<file path="src/rtl/hazard_ctrl.sv">
// Hazard control: forwarding selects, load-use and mul/div stalls, branch flush.
// Optional stall statistics counter enabled by defining HAZARD_STATS_EN.
module hazard_ctrl #(
  parameter int MD_LAT = 4
) (
  input  logic       clk,
  input  logic       rst,
  input  logic       id_valid,
  input  logic       id_wr,
  input  logic       id_ld,
  input  logic       id_md,
  input  logic [4:0] id_rs,
  input  logic [4:0] id_rt,
  input  logic [4:0] id_rd,
  input  logic       id_rs_used,
  input  logic       id_rt_used,
  input  logic       br_taken,
  output logic       stall,
  output logic       flush,
  output logic [1:0] fwd_a_sel,
  output logic [1:0] fwd_b_sel,
  output logic [15:0] stall_cnt
);

  typedef enum logic {RUN, MD_BUSY} state_t;

  localparam logic [3:0] LAST = 4'(MD_LAT - 1);

  state_t     state, state_nx;
  logic [3:0] cnt, cnt_nx;

  logic [4:0] ex_rs, ex_rt, ex_rd;
  logic       ex_wr, ex_ld, ex_md;
  logic [4:0] mem_rd, wb_rd;
  logic       mem_wr, wb_wr;

  logic md_hold, flush_i, lu, stall_i, advance, md_enter;
  logic [1:0] fa, fb;

  // Hazard detection and forwarding selection
  always_comb begin
    md_hold  = (state == MD_BUSY) && (cnt < LAST);
    flush_i  = br_taken && (state == RUN);
    lu       = ex_ld && ex_wr && (ex_rd != 5'd0) && id_valid &&
               ((id_rs_used && id_rs == ex_rd) ||
                (id_rt_used && id_rt == ex_rd));
    stall_i  = md_hold || (lu && !flush_i);
    advance  = !stall_i && !flush_i;
    md_enter = advance && id_valid && id_md;
    fa = 2'b00;
    if (mem_wr && mem_rd != 5'd0 && mem_rd == ex_rs) fa = 2'b10;
    else if (wb_wr && wb_rd != 5'd0 && wb_rd == ex_rs) fa = 2'b01;
    fb = 2'b00;
    if (mem_wr && mem_rd != 5'd0 && mem_rd == ex_rt) fb = 2'b10;
    else if (wb_wr && wb_rd != 5'd0 && wb_rd == ex_rt) fb = 2'b01;
  end

  assign stall     = stall_i && !rst;
  assign flush     = flush_i && !rst;
  assign fwd_a_sel = rst ? 2'b00 : fa;
  assign fwd_b_sel = rst ? 2'b00 : fb;

  // Mul/div occupancy FSM next-state
  always_comb begin
    state_nx = state;
    cnt_nx   = cnt;
    unique case (state)
      RUN: begin
        if (md_enter) begin
          state_nx = MD_BUSY;
          cnt_nx   = 4'd0;
        end
      end
      MD_BUSY: begin
        if (md_hold) begin
          cnt_nx = cnt + 4'd1;
        end else if (md_enter) begin
          cnt_nx = 4'd0;
        end else begin
          state_nx = RUN;
          cnt_nx   = 4'd0;
        end
      end
      default: begin
        state_nx = RUN;
        cnt_nx   = 4'd0;
      end
    endcase
  end

  // FSM state register
  always_ff @(posedge clk) begin
    if (rst) begin
      state <= RUN;
      cnt   <= 4'd0;
    end else begin
      state <= state_nx;
      cnt   <= cnt_nx;
    end
  end

  // Shadow pipeline: EX holds during mul/div, else loads ID or a bubble
  always_ff @(posedge clk) begin
    if (rst) begin
      ex_rs  <= 5'd0;
      ex_rt  <= 5'd0;
      ex_rd  <= 5'd0;
      ex_wr  <= 1'b0;
      ex_ld  <= 1'b0;
      ex_md  <= 1'b0;
      mem_rd <= 5'd0;
      mem_wr <= 1'b0;
      wb_rd  <= 5'd0;
      wb_wr  <= 1'b0;
    end else begin
      wb_rd  <= mem_rd;
      wb_wr  <= mem_wr;
      mem_rd <= ex_rd;
      mem_wr <= md_hold ? 1'b0 : ex_wr;
      if (!md_hold) begin
        if (advance && id_valid) begin
          ex_rs <= id_rs;
          ex_rt <= id_rt;
          ex_rd <= id_rd;
          ex_wr <= id_wr;
          ex_ld <= id_ld;
          ex_md <= id_md;
        end else begin
          ex_rs <= 5'd0;
          ex_rt <= 5'd0;
          ex_rd <= 5'd0;
          ex_wr <= 1'b0;
          ex_ld <= 1'b0;
          ex_md <= 1'b0;
        end
      end
    end
  end

`ifdef HAZARD_STATS_EN
  logic [15:0] scnt;

  // Saturating count of stalled cycles
  always_ff @(posedge clk) begin
    if (rst) scnt <= 16'd0;
    else if (stall && scnt != 16'hFFFF) scnt <= scnt + 16'd1;
  end

  assign stall_cnt = scnt;
`else
  assign stall_cnt = 16'h0000;
`endif

endmodule

</file>
<file path="config.mk">
export PLATFORM = sky130hd
export DESIGN_NAME = hazard_ctrl
export DESIGN_NICKNAME = d
export VERILOG_FILES = /design/src/rtl/hazard_ctrl.sv
export SDC_FILE = /design/constraint.sdc
export NUM_CORES = 1
export LEC_CHECK = 0
export CAP_MARGIN = 20
export CORE_ASPECT_RATIO = 1.2
export CORE_UTILIZATION = 45
export CTS_CLUSTER_DIAMETER = 100
export DETAILED_ROUTE_END_ITERATION = 12
export PLACE_DENSITY = 0.86
export REMOVE_ABC_BUFFERS = 1
export SYNTH_ARGS = -nofsm -noshare
export SYNTH_HDL_FRONTEND = slang
export SYNTH_SLANG_ARGS = --single-unit
</file>
<file path="constraint.sdc">
create_clock -name clk -period 3.4 [get_ports clk]
set_clock_uncertainty 0.1 [all_clocks]
set_input_delay 0.68 -clock clk [delete_from_list [all_inputs] [get_ports clk]]
set_output_delay 0.68 -clock clk [all_outputs]
set_load 0.01 [all_outputs]
</file>
### Word-level counts from Yosys, hierarchy flattened

Cells that the tools add are included.

* bits in registers: 34
* input port bits: 24
* output and inout bits: 22
* word-level logic and storage cells: 67

* add/sub/neg operators: 1
* order comparisons: 1
* equal/unequal tests: 7
* multiplexer cells: 17
* bitwise logic cells: 1
* reductions and logical operators: 29

Operators by type and width (number)
* 5-bit equality test: 6
* 1-bit logical AND: 20
* 5-bit 2-to-1 mux: 3
* 5-bit nonzero test: 3
* 2-bit 2-to-1 mux: 4
* 4-bit 2-to-1 mux: 2
* 4-bit case mux with 2 select lines: 1
* 1-bit 2-to-1 mux: 6
* 4-bit by 1-bit adder with 4-bit output (second input constant): 1
* 4-bit by 2-bit < comparator with 1-bit output (second input constant): 1
* 1-bit zero test: 3
* 1-bit logical OR: 2
* 2-bit != test (second input constant): 1
* 1-bit case mux with 2 select lines: 1
* 2-bit OR reduction: 1
* 1-bit NOT: 1

### Depth between registers and ports, before layout

Gate-level depths: netlist (run 1).

* word-level depth: 13
* mapped depth: 7
* depth with buffers taken out: 5

### Worst setup path after synthesis (run 1)

OpenSTA, ideal clock, no wires.

* path type: in2out
* from: input id_rs[1]
* to: output stall
* arrival: 1767 ps
* data required time: 2620 ps
* slack: 853 ps
* cell stages on the path: 5
* buffers on the path: 1
* cell sequence: xnor2_1 nand4_1 o22ai_1 buf_2 a21o_1

* longest elaborated chain between the ends: 7

RTL lines
* start: declaration: RTL line 12 `input logic [4:0] id_rs,`
* 5-bit equality test: RTL line 45 `((id_rs_used && id_rs == ex_rd) ||`
* 1-bit logical AND: RTL line 45
* 1-bit logical OR: RTL line 45
* 1-bit logical AND: RTL line 44 `lu = ex_ld && ex_wr && (ex_rd != 5'd0) && id_valid &&`
* 1-bit logical AND: RTL line 47 `stall_i = md_hold || (lu && !flush_i);`
* 1-bit logical OR: RTL line 47
* 1-bit logical AND: RTL line 58 `assign stall = stall_i && !rst;`
* end: declaration: RTL line 18 `output logic stall,`

Every way passes these cells.

### Worst setup path after layout (run 1)

* from: input id_rs[2]
* to: output stall

Same word-level chain as after synthesis.

==> results of run 1 <==
-- metrics by stage --
step	setup WS [ns]	util (%)	TNS (ns)
2_1_floorplan	0.7437	-	0
3_3_place_gp	0.02919	53.46	0
3_5_place_dp	-0.04634	53.46	-0.08025
4_1_cts	0.2066	55.33	0
5_1_grt	0.1184	55.33	0
6_report	0.2035	55.33	0
-- power groups by stage --
stage	clock (mW)	combinational [mW]	sequential, mW
after floorplan	0	0.0861	0.447
after global placement	0	0.141	0.453
after detailed placement	0	0.145	0.454
after CTS	0.278	0.145	0.446
after global routing	0.290	0.160	0.449
final	0.271	0.144	0.446
-- what timing repair did --
action | 4_1_cts | 5_1_grt
hold endpoints to repair | 0 | 0
resized for setup | 2 | 0
setup endpoints to repair | 2 | 0
-- layer usage --
layer	vias up	track usage, %	share of wire [%]
met5	-	0	0
met4	0	9.561	1.8
met3	7	5.169	3.7
met2	42	32.11	50
met1	733	24.33	45
li1	777	-	-
-- layout make-up --
class                           instances  area (µm²)  share of cell area [%]
Multi-Input combinational cell        162        1031                   47.27
Sequential cell                        34       680.7                   31.21
Timing Repair Buffer                   34       325.3                   14.92
Clock buffer                            7       76.32                   3.500
Tap cell                               54       67.56                   3.098
-- cell families (layout without fill, tap and decap cells) --
family	Yosys count	in the layout
AO/OA/AOI/OAI	48	48
adder cells (fa/ha/maj)	1	1
XOR/XNOR	30	30
other	1	16
flip-flops	34	34
AND/OR/NAND/NOR	67	67
buffers and inverters	26	41
-- placed cells by master (no fill, tap or decap), types with 10 or more instances in the layout --
| cell | instances |
|---|---|
| a32oi_1 | 18 |
| xnor2_1 | 20 |
| nor2b_1 | 12 |
| xor2_1 | 10 |
| dfxtp_1 | 34 |
| o21ai_1 | 14 |
| clkdlybuf4s50_1 | 27 |
| nand2_1 | 26 |
| conb_1 | 16 |
-- sequential cells by signal, indices dropped and copies added, names as in the netlist --
| register | cells |
|---|---|
| mem_rd | 5 |
| ex_rt | 5 |
| cnt | 4 |
| ex_wr | 1 |
| ex_ld | 1 |
| wb_wr | 1 |
| mem_wr | 1 |
| ex_rd | 5 |
| state | 1 |
| ex_rs | 5 |
| wb_rd | 5 |
-- path summary, 6_finish.rpt --
path	startpoint	endpoint	slack (ns)	depth (start not counted)
min reg2reg	mem_wr	wb_wr	0.37	1
min	mem_wr	wb_wr	0.37	1
max	id_rs[2]	stall	0.20	6
max reg2reg	cnt[0]	ex_rt[3]	1.37	6
-- cells in the mapped netlist (2+ instances only) --
| library cell | count | area, µm² |
|---|---|---|
| a32oi_1 | 18 | 157.7 |
| buf_2 | 4 | 20.02 |
| buf_4 | 16 | 120.1 |
| buf_6 | 3 | 33.78 |
| clkbuf_1 | 3 | 11.26 |
| dfxtp_1 | 34 | 680.7 |
| nand2_1 | 26 | 97.59 |
| nand3_1 | 5 | 25.02 |
| nand4_1 | 2 | 12.51 |
| nor2_1 | 3 | 11.26 |
| nor2b_1 | 12 | 75.07 |
| nor3_1 | 3 | 15.01 |
| nor4_1 | 4 | 25.02 |
| o21ai_0 | 5 | 25.02 |
| o21ai_1 | 14 | 70.07 |
| o31ai_1 | 4 | 30.03 |
| or4_1 | 5 | 37.54 |
| xnor2_1 | 20 | 175.2 |
| xor2_1 | 10 | 87.58 |
==> flow_summary.ini, run 1 <==
[floorplanning]
coreArea_um2 = 3941
fp.dieArea_um2 = 4351
num_rows = 25
die_h_um = 72.06
start_util_pct = 46.70
ios = 46
die_w_um = 60.38

[worst_setup_path]
start_kind = input port
worst-setup-path-type = in2out
crit_family = buffers and inverters
cp-end-kind = primary output
max_stage_delay_ns = 0.54
critPathBufInv = 2
critPathMaxFanout = 3
crit_chain = clkdlybuf4s50_1, xnor2_1, nand4_1, o22ai_1, a21o_1, clkdlybuf4s50_1
crit_top_cell = clkdlybuf4s50_1
cp.arrival_ns = 2.42
cp_slowest_cell = clkdlybuf4s50_1
cp.required_ns = 2.62

[sta]
rsz0062_at_grt = no
hold_viol = 0
fin_crit_sh_pct = 94.01
slew_viol_final = 0
fin_crit_ns = 3.196
clock.fmax_mhz = 312.8
timing.hold.ws_ns = 0.3701
setup_viol = 0

[logic_synthesis]
syn_area_um2 = 1841
synth_top_family_by_area = simple AND/OR/NAND/NOR gates
syn_avg_cell_area_um2 = 8.891
synth_xor_area_share_pct = 14.28
synth_edf_count = 0
seq_area_frac_synth_pct = 36.98
async_reset_ff_share_pct = 0
syn_inst = 207
synth-simple-area-share_pct = 19.44
synth-seq-cells = 34
synth_compound_area_share_pct = 18.35
ys_types = 35
synthMuxAreaShare_pct = 0
yosys_warnings = 0
synth_fa_ha_area_share_pct = 0.6798
synth_ff_type = dfxtp_1

[placement]
dp_hpwl_mm = 2.832
dpl.cell_count = 284
place_congestion = 0.8388
placed_area_um2 = 2107
portBuffers = 29

[detailed_routing]
dr.pass1.iters = 5
dr.first_iter.drc_count = 54
antenna_left = 0
vias = 1559
route.detailed.drc = 0
vias_per_cell = 5.357
drt_wl_total_mm = 3.919
wl_per_cell_um = 13.47

[min_path]
min_path_type = reg2reg

[power]
power_mw = 0.8615
p_int_mw = 0.6346
power.clock.fraction_pct = 31.5
p_leak_nw = 0.8320
p_sw_mw = 0.2269
switching_share_pct = 26.34
seqPwrFrac_pct = 51.8
combPwrFrac_pct = 16.8
irDropWorstVdd_mv = 0.2773
powerDensity_nw_per_um2 = 395.0

[grt]
grt_pass1_vias = 1465
grt_pass1_wl_mm = 6.458
track_usage_pct = 19.96
overflow = 0
grt_antenna_before_repair = 0
grt_max_degree = 35

[layout]
final-instance-count-excl-fill = 291
final_cell_area_um2 = 2181
area_delta_synth_final_pct = 18.49
fin_nets = 262
drive_gt1_share_pct = 5.485
antenna_cells = 0
n_fill_cell = 380

[clock_network]
cts_sinks = 34
cts_setup_buffers = 0
path_clk_slew_ns = 0.06
max-clock-path-buffers = 2
htree_levels = 2
clock_latency_ns = 0.29
root_buffer = clkbuf_8
cts_tree = done
postCtsHoldBufs = 0
cts_buffers = 5

[job]
drv_cap = 0

[status]
outcome = complete, no violations
(Power assumes the default switching activity.)
==> run 2, diff against run 1 <==
--- a/config.mk
+++ b/config.mk
@@ -7,11 +7,12 @@
 export LEC_CHECK = 0
 export CAP_MARGIN = 20
 export CORE_ASPECT_RATIO = 1.2
-export CORE_UTILIZATION = 45
+export CORE_UTILIZATION = 53
 export CTS_CLUSTER_DIAMETER = 100
 export DETAILED_ROUTE_END_ITERATION = 12
-export PLACE_DENSITY = 0.86
+export PLACE_DENSITY = 0.95
 export REMOVE_ABC_BUFFERS = 1
+export SKIP_CTS_REPAIR_TIMING = 1
 export SYNTH_ARGS = -nofsm -noshare
 export SYNTH_HDL_FRONTEND = slang
 export SYNTH_SLANG_ARGS = --single-unit
==> run 2 against run 1 <==
Against the previous run: via count grew 0.19%; setup slack lost 0.077 ns; clock power grew 28%; critical path depth is the same; highest routed layer unchanged; critical endpoint unchanged; non-clock buffer count is the same.
==> flow_summary.ini, run 2 (same netlist as run 1, synthesis figures left out) <==
[worst_setup_path]
rr_endpoint = ex_rd[3]
cp.required_ns = 2.62
cp-end-kind = primary output
cp.arrival_ns = 2.49
start_kind = input port
crit_top_cell = clkdlybuf4s50_1
reg2regPathDepth = 6
critPathMaxFanout = 3
worst-setup-path-type = in2out
cp_slowest_cell = clkdlybuf4s50_1
max_stage_delay_ns = 0.55
crit_chain = clkdlybuf4s50_1, xnor2_1, nand4_1, o22ai_1, a21o_1, clkdlybuf4s50_1
reg2reg_slack_ns = 1.36
r2r-start = cnt[0]
startpoint = id_rt[0]

[layout]
area_delta_synth_final_pct = 19.92
fin_nets = 262
final_cell_mix = dfxtp_1, clkdlybuf4s50_1, nand2_1, xnor2_1, a32oi_1
layout_commonest_cell = dfxtp_1
n_fill_cell = 281
fin_util_pct = 66.12
antenna_cells = 0
drive_gt1_share_pct = 7.143

[detailed_routing]
dr.pass1.iters = 4
route.detailed.drc = 0
vias_per_cell = 5.680
drt_wl_total_mm = 3.956
dr.first_iter.drc_count = 70
wl_per_cell_um = 14.39
antenna_left = 0
vias = 1562

[grt]
track_usage_pct = 23.76
grt_max_degree = 35
grt_pass1_wl_mm = 6.679
grt_antenna_before_repair = 0
grt_pass1_vias = 1438
overflow = 0

[sta]
rsz0062_at_grt = no
slew_viol_final = 0
fin_crit_ns = 3.274
fin_crit_sh_pct = 96.28
clock.fmax_mhz = 305.5
hold_viol = 0
setup_viol = 0
finalSetupTns_ns = 0

[placement]
portBuffers = 29
dp_hpwl_mm = 2.895
place_congestion = 0.7831

[min_path]
timing.hold.worst.start = cnt[1]
whs_path_depth = 2
holdPathEnd = cnt[1]
min_path_type = reg2reg

[floorplanning]
coreArea_um2 = 3338
num_rows = 23
ios = 46
start_util_pct = 55.13
die_h_um = 66.56
die_w_um = 55.80
fp.dieArea_um2 = 3713

[clock_network]
clock_latency_ns = 0.29
root_buffer = clkbuf_8
htree_levels = 2
max-clock-path-buffers = 2
cts_tree = done
cts_buffers = 5
cts_sinks = 34
path_clk_slew_ns = 0.06

[job]
drv_cap = 0

[status]
outcome = complete, no violations

[power]
powerDensity_nw_per_um2 = 424.9
irDropWorstVdd_mv = 0.4049
p_leak_nw = 0.8799
-- run 2: cell types whose count changed in the layout (fill, tap and decap cells not counted) --
cell,delta
clkbuf_1,-2
dlymetal6s2s_1,+2
clkbuf_8,+3
nor4_1,-1
dlygate4sd2_1,-2
nor4_2,+1
-- run 2: worst max-delay path, delay by kind of cell --
family                    cells  cell delay [ns]
and+or+nand+nor               1             0.18
buffers and inverters         2             1.08
xor gates and xnor gates      1             0.16
AOI/OAI and AO/OA             2             0.39
-- run 2: layer usage --
| layer | GRT usage (%) | routed length, µm | up-vias |
|---|---|---|---|
| met5 | 0 | 0 | - |
| met4 | 13.13 | 99 | 0 |
| met3 | 5.825 | 189 | 10 |
| met2 | 37.80 | 1969 | 60 |
| met1 | 29.53 | 1698 | 713 |
| li1 | - | - | 779 |
-- run 2: power breakdown --
| part | total (mW) | internal (mW) | switching, mW |
|---|---|---|---|
| clock | 0.346 | 0.204 | 0.141 |
| sequential | 0.447 | 0.420 | 0.0268 |
| combinational | 0.145 | 0.0741 | 0.0713 |
| total | 0.938 | 0.698 | 0.240 |
-- run 2: cell type report --
cell class / instances / area [µm²] / share of cell area [%]
multi-input combinational: 162 / 1037 / 47.00
clock buffer: 8 / 110.1 / 4.989
timing repair buffer: 34 / 332.8 / 15.08
tap: 37 / 46.29 / 2.098
sequential: 34 / 680.7 / 30.84
-- run 2: worst max path at each step --
stage | slack (ns) | cells after the start | to
after floorplan | 0.74 | 4 | stall
after global placement | 0.02 | 6 | fwd_a_sel[0]
after detailed placement | 0.008 | 6 | fwd_a_sel[0]
after CTS | 0.01 | 6 | fwd_a_sel[0]
after global routing | 0.07 | 6 | stall
final | 0.13 | 6 | stall
-- run 2: per-stage QoR --
step                      total power, mW  worst slack [ns]  instance area, µm²  std cells  hold slack [ns]
after floorplan                    0.5335            0.7437                1712        196           0.3345
after global placement             0.5927           0.01568                2086        267           0.3545
after detailed placement           0.5983          0.008000                2086        267           0.3697
after CTS                          0.9450           0.01257                2196        275           0.3788
after global routing               0.9810           0.07252                2207        275           0.3959
final                              0.9378            0.1265                2207        275           0.3807
==> run 3, diff against run 2 <==
--- a/config.mk
+++ b/config.mk
@@ -7,10 +7,11 @@
 export LEC_CHECK = 0
 export CAP_MARGIN = 20
 export CORE_ASPECT_RATIO = 1.2
-export CORE_UTILIZATION = 53
+export CORE_UTILIZATION = 45
 export CTS_CLUSTER_DIAMETER = 100
 export DETAILED_ROUTE_END_ITERATION = 12
-export PLACE_DENSITY = 0.95
+export GPL_TIMING_DRIVEN = 0
+export PLACE_DENSITY = 0.86
 export REMOVE_ABC_BUFFERS = 1
 export SKIP_CTS_REPAIR_TIMING = 1
 export SYNTH_ARGS = -nofsm -noshare
==> run 3 against run 2 <==
Against the previous run: power up 14%; core utilization down 7.8 points; sequential power about the same; critical path depth unchanged; setup slack worse by 0.11 ns; sequential cell count unchanged; largest power group is now clock; count of clock-buffer cells in the layout down 2; global-route usage down 4.1 points; wire length up 6.3%; first-iteration DRC count up 29%.
==> flow_summary.ini, run 3 (same netlist as run 1, synthesis figures left out) <==
[grt]
grt_pass1_wl_mm = 6.251
grt_antenna_before_repair = 0
overflow = 0
grt_max_degree = 35
track_usage_pct = 19.64
grt_pass1_vias = 1390

[sta]
clock.fmax_mhz = 295.6
worst_pin_slew_ns = 0.5848
fin_crit_sh_pct = 99.51
fin_crit_ns = 3.383
slew_viol_final = 0
hold_viol = 0
relSlewSlack_pct = 60.99
setup_viol = 0

[worst_setup_path]
crit_top_cell = clkdlybuf4s50_1
worst-setup-path-type = in2out
max_stage_delay_ns = 0.56
cp_slowest_cell = clkdlybuf4s50_1
critPathBufInv = 2
crit_chain = clkdlybuf4s50_1, xnor2_1, nand4_1, o22ai_4, a21o_1, clkdlybuf4s50_1
start_kind = input port
critPathMaxFanout = 7
crit_family = buffers and inverters
cp-end-kind = primary output
cp.required_ns = 2.62
cp.arrival_ns = 2.60

[placement]
dp_hpwl_mm = 2.689
portBuffers = 29
placed_area_um2 = 2077
place_congestion = 0.8875

[power]
powerDensity_nw_per_um2 = 463.6
power_mw = 1.065
irDropWorstVdd_mv = 0.2995
p_leak_nw = 0.8971

[clock_network]
max-clock-path-buffers = 2
clock_latency_ns = 0.30
cts_tree = done
root_buffer = clkbuf_8
htree_levels = 2
cts_buffers = 5
cts_sinks = 34
path_clk_slew_ns = 0.06

[detailed_routing]
antenna_left = 0
vias = 1593
dr.first_iter.drc_count = 90
route.detailed.drc = 0
drt_wl_total_mm = 4.207
wl_per_cell_um = 14.36
dr.pass1.iters = 4
vias_per_cell = 5.437

[status]
outcome = complete, no violations

[floorplanning]
coreArea_um2 = 3941
num_rows = 25
die_w_um = 60.38
ios = 46
fp.dieArea_um2 = 4351
die_h_um = 72.06
start_util_pct = 46.70

[layout]
antenna_cells = 0
n_fill_cell = 348
drive_gt1_share_pct = 7.950
fin_nets = 263
final_cell_mix = dfxtp_1, nand2_1, clkdlybuf4s50_1, xnor2_1, a32oi_1
final_cell_area_um2 = 2297
layout_commonest_cell = dfxtp_1
regArea_um2 = 680.7
area_delta_synth_final_pct = 24.81
multiInputGateArea_um2 = 1071

[min_path]
min_path_type = reg2reg

[job]
drv_cap = 0
run 3: path summary, 6_finish.rpt:
kind         startpoint       end  slack [ns]  cells after the start
min              mem_wr     wb_wr        0.37                      1
max reg2reg      cnt[0]  ex_rs[0]        1.18                      6
min reg2reg      mem_wr     wb_wr        0.37                      1
max            id_rt[0]     stall        0.02                      6
run 3: per-layer routing:
| layer | up-vias | global-route usage [%] | wire length [µm] |
|---|---|---|---|
| met1 | 722 | 24.27 | 1756 |
| met4 | 0 | 13.18 | 144 |
| li1 | 784 | - | - |
| met5 | - | 0 | 0 |
| met3 | 13 | 3.209 | 252 |
| met2 | 74 | 30.77 | 2054 |
run 3: final cells by class:
cell class,instances,area share [%]
multi-input cells,163,46.62
well taps,54,2.941
clock inverters,2,2.614
repair buffers,34,14.60
flip-flops and latches,34,29.63
clock buffers,6,3.595
run 3: where the power goes:
part | switching [mW] | internal, mW | total (mW) | leakage [nW]
clock | 0.151 | 0.313 | 0.464 | 0.0714
sequential | 0.0293 | 0.420 | 0.449 | 0.278
combinational | 0.0764 | 0.0760 | 0.152 | 0.548
total | 0.257 | 0.808 | 1.06 | 0.897
run 3: per-stage QoR:
step | hold slack, ns | util (%) | setup WS [ns] | std cells | TNS [ns]
floorplan | 0.3345 | - | 0.7437 | 196 | 0
global placement | 0.3546 | 52.51 | -0.7723 | 279 | -1.893
detailed placement | 0.3556 | 52.70 | -0.6151 | 280 | -1.607
CTS | 0.3674 | 56.32 | -0.6237 | 288 | -1.636
global route | 0.3829 | 58.29 | -0.01338 | 293 | -0.01338
finish | 0.3657 | 58.29 | 0.01657 | 293 | 0
